[src/rtl/cpu_sequencer.sv]
// cpu_sequencer: four-cycle FETCH/DECODE/EXECUTE/WRITEBACK control for the 8-bit core.
// Owns pc, ir and the retired counter; every strobe is decoded from registered state only.
module cpu_sequencer #(
  parameter int PC_W   = 4,
  parameter int INSN_W = 8,
  parameter int CNT_W  = 8
) (
  input  logic              clk,
  input  logic              rst_n,
  input  logic              run,
  input  logic              step,
  input  logic              halt_req,
  input  logic [INSN_W-1:0] instr,
  input  logic              alu_zero,
  output logic [PC_W-1:0]   pc,
  output logic [INSN_W-1:0] ir,
  output logic              ir_load,
  output logic [2:0]        alu_op,
  output logic              reg_write,
  output logic              pc_src,
  output logic              retired,
  output logic              busy,
  output logic              halted,
  output logic [CNT_W-1:0]  instr_count
);

  // state       | meaning
  // S_IDLE      | waiting for run or step (blocked while halt_req is high)
  // S_FETCH     | pc presented to instruction memory
  // S_DECODE    | instr captured into ir
  // S_EXECUTE   | alu_op driven, alu_zero sampled into zero_q
  // S_WRITEBACK | strobes, pc update, retire
  // S_HALTED    | HLT executed; only reset leaves this state
  typedef enum logic [2:0] {
    S_IDLE, S_FETCH, S_DECODE, S_EXECUTE, S_WRITEBACK, S_HALTED
  } state_t;

  state_t state, state_nxt;
  logic   mode_free;
  logic   zero_q;
  logic   start;
  logic   is_alu, is_bz, is_jmp, is_hlt, taken;

  assign is_alu = (ir[INSN_W-1 -: 2] == 2'b00);
  assign is_bz  = (ir[INSN_W-1 -: 2] == 2'b10);
  assign is_jmp = (ir[INSN_W-1 -: 2] == 2'b11) && !ir[5];
  assign is_hlt = (ir[INSN_W-1 -: 2] == 2'b11) &&  ir[5];
  assign taken  = is_jmp || (is_bz && zero_q);
  assign start  = !halt_req && (run || step);

  always_ff @(posedge clk or negedge rst_n) begin
    if (!rst_n) state <= S_IDLE;
    else        state <= state_nxt;
  end

  always_comb begin
    state_nxt = state;
    case (state)
      S_IDLE:      if (start) state_nxt = S_FETCH;
      S_FETCH:     state_nxt = S_DECODE;
      S_DECODE:    state_nxt = S_EXECUTE;
      S_EXECUTE:   state_nxt = S_WRITEBACK;
      S_WRITEBACK: begin
        if (is_hlt)                            state_nxt = S_HALTED;
        else if (mode_free && run && !halt_req) state_nxt = S_FETCH;
        else                                   state_nxt = S_IDLE;
      end
      S_HALTED:    state_nxt = S_HALTED;
      default:     state_nxt = S_IDLE;
    endcase
  end

  always_ff @(posedge clk or negedge rst_n) begin
    if (!rst_n) begin
      pc          <= '0;
      ir          <= '0;
      instr_count <= '0;
      mode_free   <= 1'b0;
      zero_q      <= 1'b0;
    end else begin
      // run wins over step when both are high at the start
      if (state == S_IDLE && start) mode_free <= run;
      if (state == S_DECODE)        ir        <= instr;
      if (state == S_EXECUTE)       zero_q    <= alu_zero;
      if (state == S_WRITEBACK) begin
        instr_count <= instr_count + CNT_W'(1);
        if (taken)        pc <= ir[PC_W-1:0];
        else if (!is_hlt) pc <= pc + PC_W'(1);
      end
    end
  end

  always_comb begin
    ir_load   = (state == S_DECODE);
    alu_op    = 3'd0;
    if ((state == S_EXECUTE || state == S_WRITEBACK) && is_alu) alu_op = ir[5:3];
    reg_write = (state == S_WRITEBACK) && is_alu;
    pc_src    = (state == S_WRITEBACK) && taken;
    retired   = (state == S_WRITEBACK);
    busy      = (state != S_IDLE) && (state != S_HALTED);
    halted    = (state == S_HALTED);
  end

endmodule

[config.mk]
export PLATFORM = sky130hd
export DESIGN_NAME = cpu_sequencer
export DESIGN_NICKNAME = d
export VERILOG_FILES = /design/src/rtl/cpu_sequencer.sv
export SDC_FILE = /design/constraint.sdc
export NUM_CORES = 1
export LEC_CHECK = 0
export CORE_AREA = 3 3 61 63
export DETAILED_ROUTE_END_ITERATION = 7
export DIE_AREA = 0 0 64 66
export PLACE_DENSITY = 0.73
export SYNTH_ARGS = -nofsm -noshare
export SYNTH_HDL_FRONTEND = slang
export SYNTH_SLANG_ARGS = --single-unit
[constraint.sdc]
create_clock -name clk -period 1.5 [get_ports clk]
set_input_delay 0.15 -clock clk [delete_from_list [all_inputs] [get_ports clk]]
set_output_delay 0.15 -clock clk [all_outputs]
set_load 0.02 [all_outputs]
# Word-level counts from Yosys, hierarchy flattened
# Index checks and enable logic that the tools add are counted.
# W data, S select, Z words.
[totals] out_inout_bits=29 in_bits=14 word_cells=45 ff_bits=25
[op_classes] mux=7 reduce_logical=20 eq_ne=10 addsub=2
[ops] op="$pmux W3 S6" count=1
[ops] op="$logic_and A1 B1 Y1" count=11
[ops] op="$mux W3" count=3
[ops] op="$add A8 B1 Y8 const B" count=1
[ops] op="$mux W4" count=2
[ops] op="$eq A3 B2 Y1 const B" count=2
[ops] op="$eq A3 B3 Y1 const B" count=2
[ops] op="$add A4 B1 Y4 const B" count=1
[ops] op="$eq A2 B2 Y1 const B" count=2
[ops] op="$eq A3 B1 Y1 const B" count=1
[ops] op="$logic_not A3 Y1" count=1
[ops] op="$logic_or A1 B1 Y1" count=3
[ops] op="$ne A3 B3 Y1 const B" count=1
[ops] op="$reduce_bool A3 Y1" count=1
[ops] op="$logic_not A1 Y1" count=2
[ops] op="$logic_not A2 Y1" count=1
[ops] op="$ne A2 B1 Y1 const B" count=1
[ops] op="$ne A2 B2 Y1 const B" count=1
[ops] op="$reduce_and A2 Y1" count=1
[ops] op="$mux W1" count=1

# Logic depth before layout (Yosys ltp)
# Gate-level depths: netlist (run 1).
[depth] ltp_word=5 mapped_depth=7

# Worst setup path after synthesis (run 1)
# No wires, ideal clock.
[synth_timing] path_type="reg2out" startpoint="register state[0]" endpoint="output reg_write" t_arrival_ps=1492 path_slack_ps=-142 path_stages_with_launch=5 path_buffers=2 path_cell_list="dfrtp_1 buf_6 or3b_1 buf_6 nor3_1"
[synth_via] elab_chain_len=2
[synth_rtl] item="start, declared" line_no="38" text="state_t state, state_nxt;"
[synth_rtl] item="start signal, assigned" line_no="53" text="else state <= state_nxt;"
[synth_rtl] item="$eq A3 B3 Y1" line_no="97" text="reg_write = (state == S_WRITEBACK) && is_alu;"
[synth_rtl] item="$logic_and A1 B1 Y1" line_no="97"
[synth_rtl] item="end, declared" line_no="19" text="output logic reg_write,"
# Every way passes these cells.

# Final worst setup path (run 1)
[layout_timing] startpoint="register state[2]" endpoint="output alu_op[0]"
[layout_via] elab_chain_len=4 elab_cells_between_ends=5 classes_between="eq/ne (2); mux (1); reduce/logical (2)"
[layout_rtl] item="$eq A3 B2 Y1 / $eq A3 B3 Y1 (equally long branches)" line_no="96" text="if ((state == S_EXECUTE || state == S_WRITEBACK) && is_alu) alu_op = ir[5:3];"
[layout_rtl] item="$logic_or A1 B1 Y1 (*)" line_no="96"
[layout_rtl] item="$logic_and A1 B1 Y1 (*)" line_no="96"
[layout_rtl] item="$mux W3 (*)" line_no="96"
[layout_rtl] item="end, declared" line_no="18" text="output logic [2:0] alu_op,"
# Mark *: on every way between the ends. The rest lies on a longest branch, timed or not.

==> summary.md, run 1 <==
| Metric | Value |
|---|---|
| Outcome | `finished, violations left` |
| Violated checks | `setup timing` |
| Layout cells sized above 1 | `0.339` |
| Hold_buf cts | `0` |
| Pre-Repair DR Iteration Count | `4` |
| Root buffer cell | `clkbuf_4` |
| Starting DRT DRC Count | `between 40 and 50` |
| Port Buffer Count | `42` |
| RSZ-0062 raised after global routing | `yes` |
| Filler cell count | `around 290` |
| Max FO, Critical Path | `3` |
| Final Hold Fails | `0` |
| Setup Skew | `approximately 3.2 ps` |
| WL final | `slightly below 3000 um` |
| Slowest-stage cell, CP | `dfrtp_1` |
| GPL Wtd Cong | `just under 0.8` |
| Reg power frac | `0.333` |
| Via count | `just over 1000` |
| Max-cap violations | `0` |
| Starting Density | `0.391` |
| Share of the yosys chip area belonging to registers | `0.487` |
| DP HPWL | `approximately 2300 um` |
| Clk slew on worst S/H paths | `130 ps` |
| Slew margin rel. | `0.770` |
| Overflow after GRT | `0` |
| Switch Pwr | `~0.0015 W` |
| Critical path, cell by cell | `or3b_4, a211oi_4, and2_2, buf_4` |
| Crit Path Class | `flip-flop to output port` |
| Worst slack, placed | `-449 ps` |
| CTS Buf Count | `3` |
| Io pins | `between 40 and 50` |
| Clock Latency Late Sink | `slightly above 300 ps` |
| Synth cell types | `38` |
| Ant. Diodes | `0` |
| Worst Setup End Kind | `output port` |
| VDD IR-drop max | `just under 1 mV` |
| Total power | `roughly 0.0036 W` |
| Core ar. | `3280 um^2` |
| Die area | `roughly 4200 um^2` |
| Fmax | `approximately 530 MHz` |
| Leakage power | `about 1 nW` |
| Worst Path Arrival | `approximately 1800 ps` |
| WL/cell | `~14 um` |
| CP top delay family | `simple AND/OR/NAND/NOR gates` |
| Number of global-route vias before repair | `approximately 1100` |
| Crit path launch | `state[2]` |
| Row cnt | `21` |
| Worst hold margin | `195 ps` |
| Sw Ratio | `0.427` |
| Syn Inst Count | `113` |
| Clock Tree Buf Depth | `2` |
| Int Power | `0.00207 W` |
| Setup WS post-layout | `-396 ps` |
| Warnings, synthesis | `0` |
| Total track usage | `0.145` |
| Yosys reg bits | `25` |
| First-pass GRT wire length | `around 4900 um` |
| Final min period | `between 1500 and 2000 ps` |
| Worst endpoint required time | `between 1000 and 1500 ps` |
| Combinational power share | `0.586` |
| Final setup viols | `16` |
| Leading area contributor after synthesis | `dfrtp_1` |
| DP Area | `approximately 1800 um^2` |
| Synth top area share | `0.487` |
| # nets final | `188` |
| H-Tree Depth | `1` |
| Tightest Hold Check Type | `input port to asynchronous set/reset pin` |
| Worst-margin pin slew | `342 ps` |
| ANT nets after route | `0` |
| Power Density | `~1800 nW/um^2` |
| TNS Setup | `-3210 ps` |
| Die Span X | `64 um` |
| Post-synthesis area per instance | `approximately 11 um^2` |
| Drt drc | `0` |
| Final period utilization | `1.26` |
| Synthesized area | `around 1300 um^2` |
| Worst path max stage delay | `~430 ps` |
| Clk pwr share | `0.081` |
| Pins over their slew limit | `0` |
| Synth area leaders | `dfrtp_1 (49%), mux2_2 (7.0%), xnor2_1 (5.5%), nand2_1 (3.2%), buf_6 (2.6%)` |
| Area Overhead vs Synth | `52.5%` |
| Clock sinks | `25` |
| Initial antenna violation count | `0` |
| CTS tree | `built` |
| Critical Path Start Type | `flip-flop` |
| Finished Cell Area | `about 2000 um^2` |
| Die height | `~66 um` |
| Mapped Nets | `between 100 and 150` |
| Critical R2R Launch | `state[2]` |
| Buf+Inv Stages, Crit Path | `1` |
| Pin count of the biggest net entering global routing | `26` |
| Vias per Instance | `4.72` |
-- power by group through the flow --
stage                     Combinational, W  Clock, W  Sequential (W)
after floorplan                   0.000935         0         0.00144
after global placement             0.00206         0         0.00118
after detailed placement           0.00211         0         0.00120
after CTS                          0.00208  0.000315         0.00119
after global routing               0.00228  0.000349         0.00125
final                              0.00211  0.000293         0.00120
-- worst register-to-register path: stages, from the launching register on --
cell and delay, ps:
dfrtp_1 430, or3b_4 420, buf_4 150, buf_12 140
clkinv_8 50, buf_8 110, and2_4 140, nand3b_1 80
o311ai_1 70
-- stage by stage --
step / utilization / cells
6_report: 0.596 / 217
5_1_grt: 0.596 / 217
4_1_cts: 0.576 / 216
3_5_place_dp: 0.559 / 211
3_3_place_gp: 0.559 / 211
2_1_floorplan: - / 113
-- path summary, 6_finish.rpt --
path | endpoint | slack (ps) | depth (start not counted)
setup / recovery | alu_op[0] | -400 | 4
hold / removal | instr_count[5] | 200 | 2
setup reg to reg | pc[0] | -180 | 8
hold reg to reg | instr_count[7] | 490 | 1
max in group asynchronous | state[0] | 1060 | 2
min in group clk | ir[0] | 380 | 3
-- cell type report --
class | count | area, um^2 | area share
timing repair buffer | 58 | 557 | 0.284
sequential | 25 | 626 | 0.319
clock buffer | 4 | 26.3 | 0.0134
tap | 46 | 57.6 | 0.0294
multi-input combinational | 80 | 664 | 0.339
inverter | 4 | 27.5 | 0.0141
-- layout by cell type (no fill, tap or decap), drive strengths merged, types with 2 or more instances in the layout --
cell / netlist / layout
dfrtp: 25 / 25
buf: 4 / 25
dlygate4sd2: 0 / 14
clkdlybuf4s50: 0 / 13
nand2: 12 / 12
xnor2: 8 / 8
mux2: 8 / 8
nor2: 8 / 8
dlymetal6s2s: 0 / 6
o21ai: 6 / 6
and2: 5 / 5
nand3: 5 / 5
clkbuf: 0 / 4
nor2b: 4 / 4
inv: 3 / 3
mux2i: 3 / 3
nand2b: 2 / 2
nand4: 2 / 2
ha: 2 / 2
a21oi: 2 / 2
-- kinds of logic after synthesis --
group	after synthesis	synth area share
XOR/XNOR	9	0.0614
adder cells (fa/ha/maj)	2	0.0195
AO/OA/AOI/OAI	14	0.0838
AND/OR/NAND/NOR	44	0.203
multiplexers	11	0.0936
flip-flops	25	0.487
buffers and inverters	8	0.0517
-- cells in the mapped netlist, drive strengths merged --
cell,number
xor2,1
o311ai,1
and3,1
mux2i,3
nor4,1
o22ai,1
a2bb2oi,1
a21oi,2
buf,4
nor3,1
nand4,2
dfrtp,25
and2,5
nand2,12
nand3b,1
ha,2
a22o,1
a211oi,1
nand3,5
nor2,8
nand2b,2
xnor2,8
mux2,8
nor2b,4
clkinv,1
or3b,1
and2b,1
o32ai,1
o21ai,6
inv,3
-- sequential cells by signal (all words and copies together) (netlist names) --
signal	cells
mode_free	1
state	3
ir	8
instr_count	8
pc	4
zero_q	1
-- metal layers --
layer | vias to the layer above | part of all wire | global-route usage
li1 | 505 | - | -
met1 | 496 | 0.40 | 0.163
met2 | 21 | 0.55 | 0.277
met3 | 2 | 0.037 | 0.0204
met4 | 0 | 0.0078 | 0.0485
met5 | - | 0 | 0
-- repair_timing --
item                                    in CTS  in global routing
pin swaps                                    5                  3
resized for setup                           71                 21
buffers inserted                             1                  2
endpoints found under the setup margin      30                 23
No activity file was read; power rests on OpenSTA's default activity.
==> inputs of run 2 (changes only) <==
==> config.mk (replaced) <==
export PLATFORM = sky130hd
export DESIGN_NAME = cpu_sequencer
export DESIGN_NICKNAME = d
export VERILOG_FILES = /design/src/rtl/cpu_sequencer.sv
export SDC_FILE = /design/constraint.sdc
export NUM_CORES = 1
export LEC_CHECK = 0
export CORE_AREA = 2 2 60 62
export DETAILED_ROUTE_END_ITERATION = 7
export DIE_AREA = 0 0 62 64
export GPL_TIMING_DRIVEN = 1
export PLACE_DENSITY = 0.81
export SYNTH_ARGS = -nofsm -noshare
export SYNTH_HDL_FRONTEND = slang
export SYNTH_SLANG_ARGS = --single-unit
==> summary.md, run 2 (synthesized netlist as in run 1, its figures left out) <==
| Metric | Value |
|---|---|
| Slowest-stage cell, CP | `or3b_4` |
| Clock Latency Late Sink | `300 ps (about the same)` |
| Most used cells in the layout excluding fill and tap cells | `dfrtp_1 (25), clkdlybuf4s50_1 (14), buf_4 (14), dlygate4sd2_1 (13), nand2_1 (11)` |
| GPL Wtd Cong | `0.775 (-1.8%)` |
| TNS Setup | `-1940 ps (+1270 ps)` |
| # nets final | `186 (-1.1%)` |
| Leakage power | `0.953 nW (-1.9%)` |
| Die area | `3970 um^2 (-6.1%)` |
| Starting DRT DRC Count | `96 (+130%)` |
| Core ar. | `3280 um^2 (unchanged)` |
| Crit Path Class | `flip-flop to output port` |
| Setup WS post-layout | `-344 ps (+51.2 ps)` |
| Final setup viols | `12 (-4)` |
| Finished Cell Area | `1910 um^2 (-2.3%)` |
| Critical path, cell by cell | `or3b_4, a211oi_4, and2_2, buf_4` |
| Setup Skew | `2.60 ps (-0.577 ps)` |
| WL final | `3140 um (+6.4%)` |
| Final min period | `1840 ps (-51.2 ps)` |
| Critical Path Sink | `alu_op[0]` |
| Power Density | `1890 nW/um^2 (+2.7%)` |
| Filler cell count | `282 (-3.8%)` |
| Final period utilization | `1.23 (-0.0341)` |
| Total power | `0.00362 W (+0.36%)` |
| Max-cap violations | `0 (unchanged)` |
| Vias per Instance | `4.89 (+3.6%)` |
| Worst path max stage delay | `430 ps (about the same)` |
| Clock Tree Buf Depth | `2 (unchanged)` |
| Worst Setup End Kind | `output port` |
| Outcome | `finished, violations left` |
| Slew margin rel. | `0.755 (-0.0152)` |
| Layout cells sized above 1 | `0.325 (-0.0137)` |
| DP HPWL | `2330 um (+3.4%)` |
| WL/cell | `14.6 um (+7.4%)` |
| R2R Setup Slk | `-70 ps (+110 ps)` |
| First-pass GRT wire length | `5090 um (+4.7%)` |
| Crit path launch | `state[2]` |
| Drt drc | `0 (unchanged)` |
| Max FO, Critical Path | `3 (unchanged)` |
| RSZ-0062 raised after global routing | `yes` |
| DP Area | `1830 um^2 (-0.41%)` |
| Critical Path Start Type | `flip-flop` |
| Violated checks | `setup timing` |
| Worst-margin pin slew | `364 ps (+22.6 ps)` |
| Area Overhead vs Synth | `49.0%` |
| Final design utilization | `0.582 (-0.0137)` |
| Die Span X | `62 um (-3.1%)` |
| Pre-Repair DR Iteration Count | `4 (unchanged)` |
| Buf+Inv Stages, Crit Path | `1 (unchanged)` |
| Die height | `64 um (-3.0%)` |
| CP top delay family | `simple AND/OR/NAND/NOR gates` |
| Initial antenna violation count | `0 (unchanged)` |
| Worst path depth | `4 (unchanged)` |
| CTS tree | `built` |
| Ant. Diodes | `0 (unchanged)` |
| Pins over their slew limit | `0 (unchanged)` |
| Worst endpoint required time | `1350 ps (about the same)` |
| Via count | `1051 (+2.6%)` |
| Clock sinks | `25 (unchanged)` |
| Row cnt | `21 (unchanged)` |
| R2R cell count | `7 (-1)` |
| Clk slew on worst S/H paths | `130 ps (about the same)` |
| CTS Buf Count | `3 (unchanged)` |
| Fmax | `542 MHz (+2.8%)` |
| Pin count of the biggest net entering global routing | `26 (unchanged)` |
| Largest regs | `instr_count: 8 flops, ir: 8 flops, pc: 4 flops` |
| Worst Path Arrival | `1690 ps (-60 ps)` |
| Number of global-route vias before repair | `1088 (+1.9%)` |
| Tightest Hold Check Type | `input port to asynchronous set/reset pin` |
| Commonest non-fill, non-tap cell in the layout | `dfrtp_1` |
| H-Tree Depth | `1 (unchanged)` |
| Total track usage | `0.171 (+0.0265)` |
| RR Endpoint | `pc[0]` |
| Port Buffer Count | `42 (unchanged)` |
| VDD IR-drop max | `1.04 mV (+8.0%)` |
| Hold_buf cts | `0 (unchanged)` |
| Root buffer cell | `clkbuf_4` |
| Starting Density | `0.391 (unchanged)` |
| Critical R2R Launch | `state[2]` |
| Final Hold Fails | `0 (unchanged)` |
| ANT nets after route | `0 (unchanged)` |
| Io pins | `43 (unchanged)` |
| Overflow after GRT | `0 (unchanged)` |
==> run 2: cell types whose count changed in the layout (fill, tap and decap cells not counted) <==
cell             previous run  this run
and2_2                      1         3
and2_4                      4         2
buf_12                      1         0
buf_6                       7         6
clkdlybuf4s50_1            13        14
dlygate4sd2_1              14        13
nor2_2                      0         1
nor2_4                      1         0
nor2b_1                     2         3
nor2b_4                     1         0
==> run 2: worst register-to-register path, cell delays in order, from the launching register on <==
cell	delay, ps
dfrtp_1	420
or3b_4	430
buf_6	180
clkinv_8	50
buf_8	110
and2_4	150
nand3b_1	70
o311ai_1	70
==> run 2: per-stage QoR <==
step,hold slack (ps),setup slack (ps),cells
final,206,-344,215
after detailed placement,483,-434,210
after CTS,204,-351,216
after global placement,459,-414,210
after global routing,218,-417,215
after floorplan,-146,-93.5,113
==> run 2: routing by layer <==
layer / track usage / part of all wire / up-vias
met4: 0.0665 / 0.024 / 0
met5: 0 / 0 / -
met2: 0.286 / 0.52 / 38
li1: - / - / 497
met1: 0.215 / 0.41 / 510
met3: 0.0263 / 0.036 / 6
==> run 2: cell type report <==
cell class,count,area (um^2),share of cell area
inverters,4,27.5,0.0144
multi-input cells,80,649,0.339
clock buffers,4,26.3,0.0137
repair buffers,56,527,0.275
well taps,46,57.6,0.0301
flip-flops and latches,25,626,0.327
==> run 2: worst min path at each step <==
stage	from	end	slack, ps
floorplan	rst_n	instr_count[0]	-150
global placement	instr_count[7]	instr_count[7]	460
detailed placement	mode_free	mode_free	480
CTS	rst_n	pc[1]	200
global route	rst_n	instr_count[1]	220
finish	rst_n	instr_count[2]	210
==> run 2: repair_timing <==
| action | in CTS | in global routing |
|---|---|---|
| buffers inserted | 2 | 0 |
| pin swaps | 3 | 3 |
| setup endpoints to repair | 28 | 24 |
| gates resized for setup | 68 | 16 |
| hold endpoints to repair | 0 | 0 |
==> run 2: report_power, final <==
group          internal [W]  switching (W)
combinational       0.00101        0.00112
clock              0.000104       0.000189
sequential         0.000943       0.000248
total               0.00206        0.00156
==> RTL change (flow settings as in run 2) <==
Make the reset (`rst_n`) synchronous in 2 clocked blocks.
--- a/src/rtl/cpu_sequencer.sv
+++ b/src/rtl/cpu_sequencer.sv
@@ -48,7 +48,7 @@
   assign taken  = is_jmp || (is_bz && zero_q);
   assign start  = !halt_req && (run || step);
 
-  always_ff @(posedge clk or negedge rst_n) begin
+  always_ff @(posedge clk) begin
     if (!rst_n) state <= S_IDLE;
     else        state <= state_nxt;
   end
@@ -70,7 +70,7 @@
     endcase
   end
 
-  always_ff @(posedge clk or negedge rst_n) begin
+  always_ff @(posedge clk) begin
     if (!rst_n) begin
       pc          <= '0;
       ir          <= '0;
Function: differs if rst_n is asserted again (counterexample within 4 cycles, from zero or initial values and one cycle with rst_n low); with rst_n held inactive, the same outputs for 10 cycles.
==> RTL change against run 2 <==
  * The run still ends with negative setup slack left
  * Global-route usage is 0.12 points higher
  * Utilization grew 1.0 points
  * Synthesized area fell by 3.7%
  * First-iteration DRC count is 56% lower
  * Wire length fell by 2.5%
  * Synthesized cell count up 19%
  * Final area increased by 1.8%
  * Worst setup slack gained 0.071 ns
  * Non-clock buffer count grew 4
  * Sequential cell count unchanged
  * Register-to-register slack worse by 0.09 ns
  * Critical path type unchanged
  * Highest routed layer unchanged
Power is not compared: it rests on default switching activity, and its combinational part moved more than twofold at a synthesized area within 25%.
==> RTL change: results (changes against run 2) <==
metric,value,unit,change
outcome,"complete, but fails checks",,
violations,negative setup slack,,
min_path_type,in -> reg,,
synth_fa_ha_area_share,2.02,%,+0.075 points
dpl.hpwl,2.28,mm,-2.1%
drt_iter0_drc,42,,-56%
placement.cell_area,1810,µm²,-0.96%
synth_flop_cell,dfxtp_1,,
timing.rr.start,state[0],,
nNetsFinal,209,,+12%
route.vias.total,1162,,+11%
grt_pass1_wl,5.27,mm,+3.7%
drive_gt1_share,28.6,%,-3.9 points
clk_latency,0.33,ns,+0.03 ns
synth.area.mux_share,9.72,%,+0.36 points
wl_per_cell,12.8,µm,-12%
critical_path_arrival,1.62,ns,-0.07 ns
rr_endpoint,instr_count[6],,
synth_compound_area_share,9.62,%,+1.2 points
grt_max_degree,27,,+3.8%
path_clk_slew,0.15,ns,+0.02 ns
place_congestion,0.821,,+5.9%
reg2reg_depth,8,,+1
async_reset_ff_share,0,%,-100 points
synth_commonest_cells,"dfxtp_1 (25), nor2b_1 (13), mux2i_1 (12), and2_1 (10), nand2_1 (9)",,
setup_ws,-0.273,ns,+0.0713 ns
synthXorXnorAreaFrac,5.67,%,-0.47 points
synth_nets,150,,+16%
post_cts_resize_count,70,,+2.9%
cp-endpoint,alu_op[1],,
seq_area_frac_synth,40.5,%,-8.2 points
yosys-top-cells-area,"dfxtp_1 (40%), mux2i_1 (9.7%), nor2b_1 (6.6%)",,
reg2reg_slack,-0.16,ns,-0.09 ns
relSlewSlack,76.2,%,+0.75 points
fin_skew,0.0152,ns,+0.0126 ns
setup_viol_count_final,17,,+5
==> RTL change: cell types whose count changed after synthesis, moves of 7 or more <==
cell and delta:
nor2b_1 +9, dfxtp_1 +25, mux2i_1 +9, dfrtp_1 -25, mux2_2 -8, and2_1 +7
==> RTL change: through the flow <==
stage          instances  TNS, ns
6_report             238    -2.57
5_1_grt              238    -3.94
4_1_cts              238    -2.36
3_5_place_dp         230    -2.78
3_3_place_gp         230    -2.49
2_1_floorplan        134   -0.151
==> RTL change: worst min-delay path by stage <==
stage / depth (start not counted) / end / slack [ns]
6_report: 3 / ir[3] / 0.42
5_1_grt: 3 / ir[2] / 0.43
4_1_cts: 3 / ir[3] / 0.41
3_5_place_dp: 2 / pc[2] / 0.49
3_3_place_gp: 2 / pc[3] / 0.48
2_1_floorplan: 1 / pc[0] / 0.30
==> RTL change: metal layers <==
layer | vias to the layer above | track usage (%) | routed length (µm)
li1 | 575 | - | -
met1 | 547 | 20.4 | 1300
met2 | 33 | 30.7 | 1610
met3 | 7 | 2.43 | 98
met4 | 0 | 5.59 | 52
met5 | - | 0 | 0
==> RTL change: power by group through the flow <==
stage               Combinational, mW  Clock [mW]  Sequential [mW]
global route                    0.516       0.350            0.759
CTS                             0.476       0.322            0.748
finish                          0.476       0.310            0.750
detailed placement              0.480           0            0.760
floorplan                       0.231           0            0.797
global placement                0.467           0            0.757
==> RTL change: area by class of cell <==
cell class                 instances  area (µm²)
clock buffer                       3        22.5
fill                             291        1340
tap                               46        57.6
multi-input combinational        100         781
sequential                        25         505
inverter                           3        16.3
clock inverter                     1        7.51
timing repair buffer              60         557
==> RTL change: critical path: stages, from the launching register on <==
cell,delay [ns]
dfxtp_2,0.35
or3b_4,0.40
a211oi_4,0.26
and2_4,0.19
buf_6,0.11
